### config.mk
export PLATFORM = sky130hd
export DESIGN_NAME = rob_commit_ctrl
export DESIGN_NICKNAME = d
export VERILOG_FILES = /design/src/rtl/rob_commit_ctrl.sv
export SDC_FILE = /design/constraint.sdc
export NUM_CORES = 2
export LEC_CHECK = 0
export BUFFER_PORTS_ARGS = -buffer_cell sky130_fd_sc_hd__buf_2
export CORE_ASPECT_RATIO = 1.75
export CORE_MARGIN = 5
export CORE_UTILIZATION = 50
export DETAILED_ROUTE_END_ITERATION = 12
export GPL_TIMING_DRIVEN = 0
export PLACE_DENSITY = 0.66
export SLEW_MARGIN = 20
export SYNTH_ARGS = -nofsm -noshare
export SYNTH_HDL_FRONTEND = slang
export SYNTH_SLANG_ARGS = --single-unit
### constraint.sdc
create_clock -name clk -period 5.8 [get_ports clk]
set_input_delay 0.29 -clock clk [delete_from_list [all_inputs] [get_ports clk]]
set_output_delay 0.29 -clock clk [all_outputs]
set_load 0.05 [all_outputs]
### src/rtl/rob_commit_ctrl.sv
// Reorder buffer commit controller: allocates ids in order, collects out-of-order
// writebacks and retires at most one ready head entry per cycle.
module rob_commit_ctrl #(
  parameter int DEPTH = 32,
  parameter int IDW   = 5
) (
  input  logic           clk,
  input  logic           rst,
  input  logic           rdy_i,
  input  logic           flush_i,
  input  logic           alloc_en_i,
  input  logic [4:0]     alloc_regaddr_i,
  input  logic [31:0]    alloc_pc_i,
  input  logic [1:0]     alloc_branch_tag_i,
  output logic           alloc_ready_o,
  output logic [IDW-1:0] alloc_id_o,
  input  logic           wb_en_i,
  input  logic [IDW-1:0] wb_id_i,
  input  logic [31:0]    wb_data_i,
  input  logic           wb_cond_i,
  output logic           commit_en_o,
  output logic [4:0]     commit_regaddr_o,
  output logic [IDW-1:0] commit_id_o,
  output logic [31:0]    commit_data_o,
  output logic [31:0]    commit_pc_o,
  output logic [1:0]     commit_branch_tag_o,
  output logic           commit_cond_o,
  output logic           empty_o
);

  localparam logic [IDW:0] FULL_CNT = (IDW+1)'(DEPTH);

  logic [DEPTH-1:0] valid_q, valid_d;
  logic [DEPTH-1:0] ready_q, ready_d;
  logic [IDW-1:0]   head_q, head_d;
  logic [IDW-1:0]   tail_q, tail_d;
  logic [IDW:0]     count_q, count_d;
  logic             commit_en_d;

  logic [4:0]       regaddr_q [DEPTH];
  logic [31:0]      pc_q      [DEPTH];
  logic [1:0]       tag_q     [DEPTH];
  logic [31:0]      data_q    [DEPTH];
  logic             cond_q    [DEPTH];

  logic do_alloc;
  logic do_wb;
  logic do_commit;

  assign alloc_ready_o = (count_q != FULL_CNT);
  assign alloc_id_o    = tail_q;
  assign empty_o       = (count_q == '0);

  assign do_alloc  = alloc_en_i & alloc_ready_o;
  assign do_commit = valid_q[head_q] & ready_q[head_q];
  // The entry being allocated this cycle is not yet valid, so a writeback to it is dropped.
  assign do_wb     = wb_en_i & valid_q[wb_id_i] & ~(do_alloc & (wb_id_i == tail_q));

  always_comb begin
    valid_d     = valid_q;
    ready_d     = ready_q;
    head_d      = head_q;
    tail_d      = tail_q;
    count_d     = count_q;
    commit_en_d = 1'b0;
    if (flush_i) begin
      valid_d = '0;
      ready_d = '0;
      head_d  = '0;
      tail_d  = '0;
      count_d = '0;
    end else begin
      if (do_wb) begin
        ready_d[wb_id_i] = 1'b1;
      end
      if (do_commit) begin
        valid_d[head_q] = 1'b0;
        ready_d[head_q] = 1'b0;
        head_d          = head_q + 1'b1;
        commit_en_d     = 1'b1;
      end
      if (do_alloc) begin
        valid_d[tail_q] = 1'b1;
        ready_d[tail_q] = 1'b0;
        tail_d          = tail_q + 1'b1;
      end
      case ({do_alloc, do_commit})
        2'b10:   count_d = count_q + 1'b1;
        2'b01:   count_d = count_q - 1'b1;
        default: count_d = count_q;
      endcase
    end
  end

  always_ff @(posedge clk or posedge rst) begin
    if (rst) begin
      valid_q             <= '0;
      ready_q             <= '0;
      head_q              <= '0;
      tail_q              <= '0;
      count_q             <= '0;
      commit_en_o         <= 1'b0;
      commit_regaddr_o    <= '0;
      commit_id_o         <= '0;
      commit_data_o       <= '0;
      commit_pc_o         <= '0;
      commit_branch_tag_o <= '0;
      commit_cond_o       <= 1'b0;
    end else if (rdy_i) begin
      valid_q     <= valid_d;
      ready_q     <= ready_d;
      head_q      <= head_d;
      tail_q      <= tail_d;
      count_q     <= count_d;
      commit_en_o <= commit_en_d;
      if (commit_en_d) begin
        commit_regaddr_o    <= regaddr_q[head_q];
        commit_id_o         <= head_q;
        commit_data_o       <= data_q[head_q];
        commit_pc_o         <= pc_q[head_q];
        commit_branch_tag_o <= tag_q[head_q];
        commit_cond_o       <= cond_q[head_q];
      end
    end
  end

  // Entry payload carries no reset; valid/ready bits alone decide what is live.
  always_ff @(posedge clk) begin
    if (rdy_i && !flush_i) begin
      if (do_alloc) begin
        regaddr_q[tail_q] <= alloc_regaddr_i;
        pc_q[tail_q]      <= alloc_pc_i;
        tag_q[tail_q]     <= alloc_branch_tag_i;
      end
      if (do_wb) begin
        data_q[wb_id_i] <= wb_data_i;
        cond_q[wb_id_i] <= wb_cond_i;
      end
    end
  end

endmodule

* After elaboration in Yosys (flattened, before gate mapping)
Memory sizes are Yosys's and may differ from the RTL's. A register that Yosys moved wholly into a read port is not among the register bits.
Index checks and enable logic that the tools add are counted.
** Word-level totals
- Bits in registers :: 86
- Latch bits :: 0
- Memory bits (writable) :: 2304
- Memory bits (read-only) :: 0
- Input port bits :: 83
- Memories :: 5
** Memories
- data_q :: depth 32, bits a word 32, read ports 1, clocked after Yosys merged registers in 1, wr ports 1, line 43 : logic [31:0] data_q [DEPTH];
- pc_q :: depth 32, bits a word 32, read ports 1, clocked after Yosys merged registers in 1, wr ports 1, line 41 : logic [31:0] pc_q [DEPTH];
- regaddr_q :: depth 32, bits a word 5, read ports 1, clocked after Yosys merged registers in 1, wr ports 1, line 40 : logic [4:0] regaddr_q [DEPTH];
- tag_q :: depth 32, bits a word 2, read ports 1, clocked after Yosys merged registers in 1, wr ports 1, line 42 : logic [1:0] tag_q [DEPTH];
- cond_q :: depth 32, bits a word 1, read ports 1, clocked after Yosys merged registers in 1, wr ports 1, line 44 : logic cond_q [DEPTH];
** Operators by class
- Add/subtract/negate cells :: 4
- Multipliers :: 0
- Divide/modulo/power cells :: 0
- Order comparisons :: 6
- Equality and inequality tests :: 4
- Shift operators :: 0
- Multiplexer cells :: 36
- Bitwise operators :: 13
- Reduce and logical (&&, ||, !) cells :: 13
** Operator list (number)
- two-way mux 32 bit :: 10
- AND 32 bit :: 3
- inverter 32 bit :: 2
- bitwise OR 32 bit :: 2
- two-way mux 5 bit :: 4
- < comparator 5 x 6 -> 1 bit (second input constant) :: 3
- binary-select mux 1 bit (select 5 bit) :: 3
- demux 1 bit (select 5 bit) :: 3
- greater-or-equal comparator 5 x 1 -> 1 bit (second input constant) :: 3
- two-way mux 1 bit :: 14
- one-hot mux 6 bit (2 select lines) :: 1
- adder 5 x 1 -> 5 bit (second input constant) :: 2
- AND reduction 2 bit :: 4
- adder 6 x 1 -> 6 bit (second input constant) :: 1
- zero test 6 bit :: 1
- two-way mux 6 bit :: 1
- inequality test 6 bit (second input constant) :: 1
- subtractor 6 x 1 -> 6 bit (second input constant) :: 1
- AND 1 bit :: 5
- equality test 5 bit :: 1
- logical AND 1 bit :: 4
- nonzero test 2 bit :: 2
- nonzero test 3 bit :: 1
- equality test 2 x 1 -> 1 bit (second input constant) :: 1
- other kinds (3) :: 3

* Longest topological paths before layout
- Depth after elaboration :: 13
- Depth in mapped cells :: 14
- Gate-level depth less buffers :: 12

* Least setup slack after synthesis
Ideal clock, no wire load.
- Kind :: reg2reg
- Start point :: register count_q[1]
- End point :: memory cond_q[17] (enable)
- Library setup time :: 0.423 ns
- Data arrival time :: 3.856 ns
- Setup slack :: 1.521 ns
- Cell stages (with the launch flop) :: 10
- Path buffers :: 2
- Clock period less this slack :: 4.279 ns
- Cells stage by stage :: dfrtp_1 -> buf_2 -> or4_1 -> nor2_1 -> nand2_1 -> nand2_2 -> o311ai_2 -> or3_1 -> buf_2 -> nor2_1
** Between the ends
- Longest elaborated chain between the ends :: 8
** Ends and longest elaborated chain
- start, declared :: line 37 : logic [IDW:0] count_q, count_d;
- start signal, assigned :: line 114 : count_q <= count_d;
- inequality test 6 bit :: line 50 : assign alloc_ready_o = (count_q != FULL_CNT);
- named net alloc_ready_o :: line 15 : output logic alloc_ready_o,
- AND 1 bit :: line 54 : assign do_alloc = alloc_en_i & alloc_ready_o;
- AND 1 bit :: line 57 : assign do_wb = wb_en_i & valid_q[wb_id_i] & ~(do_alloc & (wb_id_i == tail_q));
- inverter 1 bit :: line 57
- AND 1 bit :: line 57
- two-way mux 1 bit :: line 135 : if (do_wb) begin
- two-way mux 1 bit :: line 129 : if (rdy_i && !flush_i) begin
- two-way mux 1 bit (implied by the code) :: line 137 : cond_q[wb_id_i] <= wb_cond_i;
- end, declared :: line 44
The timed path passes the listed nets, and every way through them passes these cells.

* Final worst setup path
- Start point :: register head_q[1]
- End point :: register ready_q[24]
** Between the ends
- Longest elaborated chain between the ends :: 11
- Elaborated cells between the ends (all ways) :: 17
** Ends and longest elaborated chain
- start, declared :: line 35 : logic [IDW-1:0] head_q, head_d;
- start signal, assigned :: line 99 : head_q <= '0;
- start signal, assigned :: line 112 : head_q <= head_d;
- < comparator 5 x 6 -> 1 bit (implied by the code) or greater-or-equal comparator 5 x 1 -> 1 bit (tied branches) :: line 78 : ready_d[head_q] = 1'b0;
- logical AND 1 bit (implied by the code) :: line 78
- two-way mux 1 bit (implied by the code) :: line 78
- demux 1 bit (select 5 bit) :: line 78
- inverter 32 bit (no line)
- AND 32 bit (no line)
- two-way mux 32 bit (*) :: line 76 : if (do_commit) begin
- two-way mux 32 bit (*) :: line 66 : if (flush_i) begin
- AND 32 bit (no line)
- two-way mux 32 bit (*) :: line 82 : if (do_alloc) begin
- two-way mux 32 bit (*) :: line 66
- end signal, assigned :: line 111 : ready_q <= ready_d;
- end, declared :: line 34 : logic [DEPTH-1:0] ready_q, ready_d;
Mark *: on every way between the ends. The rest lies on a longest branch, timed or not. The select of a mux whose other input is x is not followed.
A chain may end at the register's enable or synchronous reset.

==> impl_metrics.tcl <==
set metrics [dict create \
    critPathArrivalTime_ns 5.51 \
    cts_inserted_buffers 214 \
    io_pins 168 \
    cts.sinks 2462 \
    fillers 13285 \
    area_growth_pct 16.6 \
    pwr_density_cell_nw_per_um2 317 \
    slew_headroom_pct 17.6 \
    port_buffers 163 \
    synth_top_cells_by_count "edfxtp_1, mux4_2, dfrtp_1" \
    start_util_pct 50.3 \
    htreeDepth 4 \
    cts_setup_buffers 0 \
    gp_congestion 0.921 \
    startpoint_type "register" \
    seq_area_frac_synth_pct 77.7 \
    cp-end-kind "register" \
    crit_required_ns 6.55 \
    finClkSkew_ns 0.0492 \
    synthFlopType "edfxtp_1" \
    slew_violations 0 \
    hold_class "in -> reg" \
    hpwl_um 188000 \
    nets 5025 \
    path_clk_slew_ns 0.07 \
    dr_total_vias 50019 \
    mappedNetlistArea_um2 94200 \
    die-height_um 584 \
    grt_pass1_wl_um 391000 \
    peakVddDrop_mv 0.221 \
    dp_slack_ns 1.17 \
    netlist.top_cell.by_area "edfxtp_1" \
    synth_compound_area_share_pct 5.15 \
    drt_iter0_markers 6482 \
    muxShareOfSynthArea_pct 14.4 \
    drc 0 \
    synth-xor-area-share_pct 0.0930 \
    wl_um 281000 \
    reg2regPathDepth 12 \
    synthArstFlopShare_pct 6.42 \
    maxCapViolCount 0 \
    synthSimpleGateAreaFrac_pct 1.18 \
    leakagePower_nw 35.1 \
    hold_slack_ns 0.0945 \
    die_area_um2 197000 \
    core_um2 187000 \
    ant_nets 0 \
    critPathKind "reg -> reg" \
    hold_viol 0 \
    routedWlPerCell_um 37.3 \
    dr.pass1.iters 6 \
    syn_nets 4419 \
    grt_max_degree 80 \
    yosys_warnings 0 \
    yosysMostFrequentCell "edfxtp_1" \
    synth_top_area_share_pct 73.5 \
    worst_slack_ns 1.04 \
    tightest_slew_ns 1.24 \
    crit_fanout 10 \
    grt-ovfl-total 0 \
    grt_pass1_vias 50952 \
    fmax_ghz 0.210 \
    synth_edf_count 2304 \
    synth_area_leaders "edfxtp_1, mux4_2, dfrtp_1" \
    syn_avg_cell_area_um2 21.8 \
    cts.path.max_buffers 4 \
    synth_cells 4325 \
    rsz0062_at_grt "no" \
    status "complete, no violations" \
    rows 210 \
    worstHoldPathCells 5 \
    drive_above_1_share_pct 28.1 \
    synthAdderAreaFrac_pct 0.146 \
    fin_crit_ns 4.76 \
    cts_root_buf "clkbuf_16" \
    vias_per_cell 6.63 \
    cts_tree "done" \
    antenna_found_initial 23 \
    synth_top_family_by_area "multiplexers" \
    ys_types 55 \
    p_total_mw 34.8 \
    final_util_pct 58.6 \
    die_w_um 338 \
    min_period_over_period_pct 82.1 \
    clk_latency_ns 0.86 \
    setup_viol 0 \
    ys_seq_elements 2462 \
    gr-usage-all-layers_pct 28.5 \
]
flip-flops by register name (all words and copies together) (netlist names):
signal and count:
alloc_id_o 5, commit_branch_tag_o 2, commit_cond_o 1, commit_data_o 32, commit_en_o 1, commit_id_o 5
commit_pc_o 32, commit_regaddr_o 5, cond_q 32, count_q 6, data_q 1024, head_q 5
pc_q 1024, ready_q 32, regaddr_q 160, tag_q 64, valid_q 32
what timing repair did:
item                                    4_1_cts  5_1_grt
hold buffers                                 76        0
gates resized for setup                       0        0
endpoints found under the setup margin        0        0
hold endpoints to repair                   2466        0
path summary, 6_finish.rpt:
path                                    from                  end  slack [ns]
max                                head_q[1]          ready_q[24]        1.04
min                               wb_id_i[2]          ready_q[23]        0.09
max reg2reg                        head_q[1]          ready_q[24]        1.04
min reg2reg                commit_data_o[21]    commit_data_o[21]        0.47
max in group asynchronous                rst  commit_regaddr_o[4]        4.37
min in group asynchronous                rst    commit_data_o[17]        0.58
power breakdown:
part           switching [mW]  internal, mW
Clock                    6.40          8.11
Sequential             0.0372          19.5
Combinational           0.589         0.191
Total                    7.03          27.8
area by class of cell:
cell class                      count  area, um^2  area share, %
Antenna cell                        8        20.0         0.0182
Buffer                            286        1280           1.17
Clock buffer                      253        5570           5.08
Clock inverter                    136        1410           1.28
Inverter                           13        56.3         0.0513
Multi-Input combinational cell   1564       20300           18.4
Sequential cell                  2462       73100           66.6
Tap cell                         2438        3050           2.78
Timing Repair Buffer              390        5030           4.58
per-stage QoR:
step	instances	setup TNS, ns	area, um^2
finish	7550	0	110000
floorplan	4325	0	94200
CTS	7542	0	110000
global route	7545	0	110000
detailed placement	7077	0	102000
global placement	6926	-3538.87	98000
cells by family after synthesis:
| family | Yosys count |
|---|---|
| DFF | 2462 |
| and+or+nand+nor | 238 |
| adders and majority gates | 11 |
| buffers and inverters | 299 |
| muxes | 619 |
| AOI/OAI and AO/OA | 686 |
| xor gates and xnor gates | 10 |
cells in the final DEF (no fill, tap or decap), types with 73 or more instances in the layout:
cell / instances
edfxtp_1: 2304
mux4_2: 588
buf_2: 263
clkbuf_16: 216
dfrtp_1: 158
a22oi_1: 149
clkbuf_1: 147
a31oi_1: 138
o21ai_0: 101
buf_12: 84
dlygate4sd3_1: 76
a21o_1: 73
per-layer routing:
metal / part of all wire, % / GRT usage [%] / vias up
met4: 6.6 / 15.1 / 14
met1: 33 / 34.6 / 26650
met5: 0.031 / 0 / -
li1: - / - / 19652
met2: 51 / 48.8 / 2993
met3: 8.7 / 5.21 / 710
critical path, cell delays in order (launching register included):
cell and delay [ns]:
dfrtp_1 0.39, buf_2 0.20, buf_2 0.50, buf_2 0.42, buf_2 0.56, buf_1 0.79, inv_1 0.25, ha_1 0.25
clkbuf_1 0.25, clkbuf_1 0.40, a31oi_1 0.37, o21ai_0 0.12, nand2_1 0.09
Power figures use the tool's default switching activity.
